**config.mk**
```make
export PLATFORM = sky130hd
export DESIGN_NAME = emin_sweep_ctrl_flat
export DESIGN_NICKNAME = d
export VERILOG_FILES = /design/src/rtl/emin_sweep_ctrl_if.sv /design/src/rtl/emin_sweep_ctrl.sv /design/src/flat_wrapper.sv
export SDC_FILE = /design/constraint.sdc
export NUM_CORES = 1
export LEC_CHECK = 0
export CELL_PAD_IN_SITES_DETAIL_PLACEMENT = 0
export CELL_PAD_IN_SITES_GLOBAL_PLACEMENT = 1
export CORE_MARGIN = 5
export CORE_UTILIZATION = 44
export DETAILED_ROUTE_END_ITERATION = 8
export HOLD_SLACK_MARGIN = 0.08
export PLACE_DENSITY_LB_ADDON = 0.05
export SLEW_MARGIN = 20
export SYNTH_ARGS = -nofsm -noshare
export SYNTH_HDL_FRONTEND = slang
export SYNTH_SLANG_ARGS = --single-unit
```
**constraint.sdc**
```tcl
create_clock -name clk_in -period 5.6 [get_ports clk_in]
set_clock_uncertainty 0.1 [all_clocks]
set_input_delay 1.4 -clock clk_in [delete_from_list [all_inputs] [get_ports clk_in]]
set_output_delay 1.4 -clock clk_in [all_outputs]
set_load 0.02 [all_outputs]
```
**src/rtl/emin_sweep_ctrl_if.sv**
```systemverilog
// rtl/emin_sweep_ctrl_if.sv - sweep controller bundle: sequencer start/done, emin launch/stream, result buffer write
interface emin_sweep_ctrl_if #(
    parameter int BIT_WIDTH = 32,
    parameter int I         = 160
);
    localparam int IW = $clog2(I);

    logic                 start_in;
    logic [IW-1:0]        last_i_in;
    logic [IW-1:0]        emin_i_out;
    logic                 emin_valid_out;
    logic [IW-1:0]        emin_j_in;
    logic [BIT_WIDTH-1:0] emin_data_in;
    logic                 emin_valid_in;
    logic                 res_we_out;
    logic [IW-1:0]        res_addr_out;
    logic [BIT_WIDTH-1:0] res_val_out;
    logic [IW-1:0]        res_arg_out;
    logic                 busy_out;
    logic                 done_out;
    logic                 error_out;

    modport master (
        output start_in, last_i_in, emin_j_in, emin_data_in, emin_valid_in,
        input  emin_i_out, emin_valid_out, res_we_out, res_addr_out, res_val_out,
               res_arg_out, busy_out, done_out, error_out
    );

    modport slave (
        input  start_in, last_i_in, emin_j_in, emin_data_in, emin_valid_in,
        output emin_i_out, emin_valid_out, res_we_out, res_addr_out, res_val_out,
               res_arg_out, busy_out, done_out, error_out
    );
endinterface

```
**src/rtl/emin_sweep_ctrl.sv**
```systemverilog
// rtl/emin_sweep_ctrl.sv - sweeps emin over i = 0..last_i, reducing each Emin(j,i) stream to min/argmin
module emin_sweep_ctrl #(
    parameter int BIT_WIDTH = 32,
    parameter int I         = 160,
    parameter int TIMEOUT   = 64
) (
    input  logic              clk_in,
    input  logic              rst_n_in,
    emin_sweep_ctrl_if.slave  bus
);
    localparam int IW = $clog2(I);
    localparam int TW = $clog2(TIMEOUT);
    localparam logic [TW-1:0]        TMO_LAST = TW'(TIMEOUT - 1);
    localparam logic [BIT_WIDTH-1:0] MAX_POS  = {1'b0, {(BIT_WIDTH-1){1'b1}}};

    typedef enum logic [2:0] {IDLE, LAUNCH, COLLECT, WRITE, FINISH} state_t;

    state_t               state;
    logic [IW-1:0]        last_i;
    logic [IW-1:0]        i_cnt;
    logic [IW-1:0]        j_exp;
    logic [BIT_WIDTH-1:0] best_val;
    logic [IW-1:0]        best_arg;
    logic [TW-1:0]        tmo;

    // Reduction including the incoming sample, so the final-j cycle writes the complete result.
    logic                 take;
    logic [BIT_WIDTH-1:0] nxt_val;
    logic [IW-1:0]        nxt_arg;

    always_comb begin
        take    = $signed(bus.emin_data_in) < $signed(best_val);
        nxt_val = take ? bus.emin_data_in : best_val;
        nxt_arg = take ? bus.emin_j_in    : best_arg;
    end

    always_ff @(posedge clk_in or negedge rst_n_in) begin
        if (!rst_n_in) begin
            state              <= IDLE;
            last_i             <= '0;
            i_cnt              <= '0;
            j_exp              <= '0;
            best_val           <= '0;
            best_arg           <= '0;
            tmo                <= '0;
            bus.emin_i_out     <= '0;
            bus.emin_valid_out <= 1'b0;
            bus.res_we_out     <= 1'b0;
            bus.res_addr_out   <= '0;
            bus.res_val_out    <= '0;
            bus.res_arg_out    <= '0;
            bus.busy_out       <= 1'b0;
            bus.done_out       <= 1'b0;
            bus.error_out      <= 1'b0;
        end else begin
            bus.emin_valid_out <= 1'b0;
            bus.res_we_out     <= 1'b0;
            bus.done_out       <= 1'b0;
            case (state)
                IDLE: begin
                    if (bus.start_in) begin
                        last_i             <= bus.last_i_in;
                        i_cnt              <= '0;
                        bus.error_out      <= 1'b0;
                        bus.busy_out       <= 1'b1;
                        bus.emin_i_out     <= '0;
                        bus.emin_valid_out <= 1'b1;
                        state              <= LAUNCH;
                    end
                end
                LAUNCH: begin
                    j_exp    <= '0;
                    best_val <= MAX_POS;
                    best_arg <= '0;
                    tmo      <= '0;
                    state    <= COLLECT;
                end
                COLLECT: begin
                    if (bus.emin_valid_in) begin
                        if (bus.emin_j_in != j_exp) begin
                            bus.error_out <= 1'b1;
                            bus.busy_out  <= 1'b0;
                            state         <= IDLE;
                        end else begin
                            best_val <= nxt_val;
                            best_arg <= nxt_arg;
                            j_exp    <= j_exp + 1'b1;
                            tmo      <= '0;
                            if (bus.emin_j_in == i_cnt) begin
                                bus.res_we_out   <= 1'b1;
                                bus.res_addr_out <= i_cnt;
                                bus.res_val_out  <= nxt_val;
                                bus.res_arg_out  <= nxt_arg;
                                state            <= WRITE;
                            end
                        end
                    end else if (tmo == TMO_LAST) begin
                        bus.error_out <= 1'b1;
                        bus.busy_out  <= 1'b0;
                        state         <= IDLE;
                    end else begin
                        tmo <= tmo + 1'b1;
                    end
                end
                WRITE: begin
                    if (i_cnt == last_i) begin
                        bus.done_out <= 1'b1;
                        state        <= FINISH;
                    end else begin
                        i_cnt              <= i_cnt + 1'b1;
                        bus.emin_i_out     <= i_cnt + 1'b1;
                        bus.emin_valid_out <= 1'b1;
                        state              <= LAUNCH;
                    end
                end
                FINISH: begin
                    bus.busy_out <= 1'b0;
                    state        <= IDLE;
                end
                default: state <= IDLE;
            endcase
        end
    end
endmodule
```
**src/flat_wrapper.sv**
```systemverilog
// flat-port wrapper written by rule: the top's interface ports become plain ports
module emin_sweep_ctrl_flat 
#(
    parameter int BIT_WIDTH = 32,
    parameter int I         = 160,
    parameter int TIMEOUT   = 64
)
  (clk_in, rst_n_in, bus_start_in, bus_last_i_in, bus_emin_j_in, bus_emin_data_in, bus_emin_valid_in, bus_emin_i_out, bus_emin_valid_out, bus_res_we_out, bus_res_addr_out, bus_res_val_out, bus_res_arg_out, bus_busy_out, bus_done_out, bus_error_out);
  emin_sweep_ctrl_if #(.BIT_WIDTH(BIT_WIDTH), .I(I)) bus_i ();
  input  logic clk_in;
  input  logic rst_n_in;
  input wire logic [$bits(bus_i.start_in)-1:0] bus_start_in;
  input wire logic [$bits(bus_i.last_i_in)-1:0] bus_last_i_in;
  input wire logic [$bits(bus_i.emin_j_in)-1:0] bus_emin_j_in;
  input wire logic [$bits(bus_i.emin_data_in)-1:0] bus_emin_data_in;
  input wire logic [$bits(bus_i.emin_valid_in)-1:0] bus_emin_valid_in;
  output wire logic [$bits(bus_i.emin_i_out)-1:0] bus_emin_i_out;
  output wire logic [$bits(bus_i.emin_valid_out)-1:0] bus_emin_valid_out;
  output wire logic [$bits(bus_i.res_we_out)-1:0] bus_res_we_out;
  output wire logic [$bits(bus_i.res_addr_out)-1:0] bus_res_addr_out;
  output wire logic [$bits(bus_i.res_val_out)-1:0] bus_res_val_out;
  output wire logic [$bits(bus_i.res_arg_out)-1:0] bus_res_arg_out;
  output wire logic [$bits(bus_i.busy_out)-1:0] bus_busy_out;
  output wire logic [$bits(bus_i.done_out)-1:0] bus_done_out;
  output wire logic [$bits(bus_i.error_out)-1:0] bus_error_out;
  assign bus_i.start_in = bus_start_in;
  assign bus_i.last_i_in = bus_last_i_in;
  assign bus_i.emin_j_in = bus_emin_j_in;
  assign bus_i.emin_data_in = bus_emin_data_in;
  assign bus_i.emin_valid_in = bus_emin_valid_in;
  assign bus_emin_i_out = bus_i.emin_i_out;
  assign bus_emin_valid_out = bus_i.emin_valid_out;
  assign bus_res_we_out = bus_i.res_we_out;
  assign bus_res_addr_out = bus_i.res_addr_out;
  assign bus_res_val_out = bus_i.res_val_out;
  assign bus_res_arg_out = bus_i.res_arg_out;
  assign bus_busy_out = bus_i.busy_out;
  assign bus_done_out = bus_i.done_out;
  assign bus_error_out = bus_i.error_out;
  emin_sweep_ctrl #(.BIT_WIDTH(BIT_WIDTH), .I(I), .TIMEOUT(TIMEOUT)) u_core (.clk_in(clk_in), .rst_n_in(rst_n_in), .bus(bus_i));
endmodule
```
==> results.ini <==
[sta]
worstMarginPinSlew_ns = 0.825
period_share_pct = 76.0
min_period_ns = 4.25
finalMaxSlewViolations = 0
finalSetupTns_ns = 0
setup_viol_count_final = 0
holdWs_ns = 0.375
final_hold_viol_count = 0
max_freq_mhz = 235
max_slew_margin_pct = 45.0
rsz0062_at_grt = false

[grt]
grt_pass1_vias = 5267
met2_usage_pct = 31.2
grt_start_max_net_pins = 89
antenna_found_initial = 0
grt-ovfl-total = 0
grt-busiest-layer = met2
grt_pass1_wl_mm = 27.0
grtUsageTotal_pct = 19.0
grt.met3_usage_pct = 4.69
grt_use_met1_pct = 24.5

[critical_path]
rrSetupSlack_ns = 2.41
arrival_ns = 4.40
worstSetupEndpointType = register
path_class = input port to register
startpoint_type = input port
slowest_stage = buf_4
cp_cell_sequence = clkdlybuf4s50_1, ha_1, a21o_1, a221o_1, a211oi_2, o22ai_1, a211oi_4, buf_4, mux2i_1, o21ai_0
slowest_delay_ns = 0.60
required_ns = 5.75
cp_max_fo = 69

[floorplan]
start_util_pct = 44.9
dieArea_sq_um = 17400
num_rows = 44
core_sq_um = 14500
die_w_um = 132
io-pin-count = 113
die_height_um = 132

[placed_design]
dpl.cell_count = 922
gp_congestion = 0.748
dp.final_hpwl_mm = 10.9
io_buffers = 112

[drt]
finalWirelength_mm = 15.7
postRouteAntennaNets = 0
drtIter0Drc = 268
vias = 5068
viasPerCell = 5.32
dr.pass1.iters = 4
drc_errors = 0
wl_per_cell_um = 16.5

[clock_network]
cts_max_level = 4
clk_pin_slew_worst_paths_ns = 0.05
cts_buffers = 17
cts_hold_buf = 0
cts_root_buf = clkbuf_16
cts_setup_buffers = 0
cts_tree = done
cts.sinks = 126
clockBufferDepth = 2
insertion_delay_ns = 0.41
ctsResizeCount = 0

[status]
outcome = completed

[layout]
fin_cells = 953
layout_common_cells = 126 x dfrtp_1, 121 x nand2_1, 111 x clkdlybuf4s50_1
diodes = 0
nFillCells = 1294
final_common_cell = dfrtp_1
register_area_sq_um = 3150
drive_gt1_share_pct = 11.2
syn_to_final_growth_pct = 29.0
multiInputGateArea_sq_um = 3070
layout.nets = 843
utilization_pct = 58.0

[logic_synthesis]
synth_cells = 653
yosys_register_bits = 126
synth_mux_area_share_pct = 10.0
ys_seq_area_share_pct = 48.3
synth_xor_area_share_pct = 5.23
synthDistinctLibCells = 44
yosysWarnings = 0
synth_fp_nets = 739
avgSynthCellArea_sq_um = 10.0
synth_simple_gate_area_share_pct = 16.0
yosys.area_share.adder_pct = 6.51
syn_area_sq_um = 6530
synth_top_family_by_area = simple AND/OR/NAND/NOR gates
synth_compound_area_share_pct = 9.01

[job]
cap_violations = 0

[pwr]
power-per-cell-area_nw_per_um2 = 313
ir_drop_mv = 0.212
p_leak_nw = 3.88

[hold_path]
hp-class = register to register

through the flow:
| stage | power, W | area, sq um | setup WS (ns) |
|---|---|---|---|
| after CTS | 0.00267 | 8420 | 1.35 |
| after floorplan | 0.00134 | 6530 | 1.76 |
| after global routing | 0.00277 | 8420 | 1.14 |
| final | 0.00264 | 8420 | 1.35 |
| after detailed placement | 0.00153 | 7810 | 0.908 |
| after global placement | 0.00152 | 7810 | 1.00 |
routing by layer:
metal	part of all wire [%]	routed length (um)	vias to the layer above
met1	45	7130	2468
met4	1.5	231	0
li1	-	-	2475
met3	4.7	746	16
met5	0	0	-
met2	48	7620	109
power by group:
part	internal (W)	total [W]	switching, W
logic	0.000197	0.000465	0.000267
registers	0.000977	0.00104	0.0000647
clock network	0.000746	0.00113	0.000384
cell families (layout without fill, tap and decap cells):
family,after synthesis,count (layout)
xor+xnor,39,39
compound gates,81,81
simple gates,232,232
mux,60,60
flops,126,126
fa+ha+maj,34,34
buf+inv,81,197
final cells by class:
class	instances	share of cell area, %
sequential	126	37.4
timing repair buffer	121	14.1
clock buffer	26	6.40
multi-input combinational	446	36.5
clock inverter	5	0.891
tap	184	2.73
inverter	45	2.01
state kept, by name, summed over array words and instances (netlist names):
name and flops:
u_core.best_arg 8, u_core.best_val 32, u_core.bus.busy_out 1, u_core.bus.done_out 1, u_core.bus.emin_i_out 8, u_core.bus.emin_valid_out 1, u_core.bus.error_out 1, u_core.bus.res_addr_out 8
u_core.bus.res_arg_out 8, u_core.bus.res_val_out 32, u_core.bus.res_we_out 1, u_core.j_exp 8, u_core.last_i 8, u_core.state 3, u_core.tmo 6
final timing paths:
| check | to | cells past startpoint | startpoint |
|---|---|---|---|
| setup / recovery | u_core.bus.res_arg_out[5] | 10 | bus_emin_data_in[25] |
| hold reg to reg | u_core.bus.res_addr_out[2] | 2 | u_core.bus.res_addr_out[2] |
| max in group asynchronous | u_core.tmo[2] | 2 | rst_n_in |
| hold / removal | u_core.bus.res_addr_out[2] | 2 | u_core.bus.res_addr_out[2] |
| min in group asynchronous | u_core.bus.res_val_out[15] | 1 | rst_n_in |
| setup reg to reg | u_core.bus.res_arg_out[5] | 10 | u_core.best_val[2] |
Yosys cell counts, drive strengths merged:
library cell / count / area share (%)
o311ai: 30 / 4.0
xor2: 17 / 2.3
nand2: 122 / 7.0
nand3: 37 / 2.8
nand4: 13 / 1.2
clkbuf: 30 / 1.7
nand2b: 3 / 0.29
a22o: 2 / 0.27
a31oi: 1 / 0.096
or2: 1 / 0.096
and4: 2 / 0.27
a211o: 2 / 0.27
and2: 4 / 0.38
xnor2: 22 / 3.0
a221oi: 1 / 0.13
o221ai: 1 / 0.13
nor4b: 1 / 0.13
o21ai: 22 / 1.7
and3: 7 / 0.67
a21o: 2 / 0.23
ha: 34 / 6.5
mux2: 40 / 7.0
nor3b: 2 / 0.23
o2111a: 1 / 0.17
o21a: 1 / 0.12
nor2b: 3 / 0.29
o22ai: 1 / 0.096
buf: 6 / 0.59
a21oi: 13 / 1.0
nor2: 24 / 1.4
a211oi: 2 / 0.50
inv: 45 / 2.6
mux2i: 20 / 3.1
nor4: 6 / 0.57
dfrtp: 126 / 48
a2111oi: 1 / 0.13
or3: 1 / 0.096
a221o: 1 / 0.15
nor3: 6 / 0.54
critical path, delay by kind of cell:
kind	cells	cell delay [ns]
compound gates	6	1.30
buf+inv	2	1.05
fa+ha+maj	1	0.33
mux	1	0.28
Note: power is estimated with default switching activity, not from simulation.
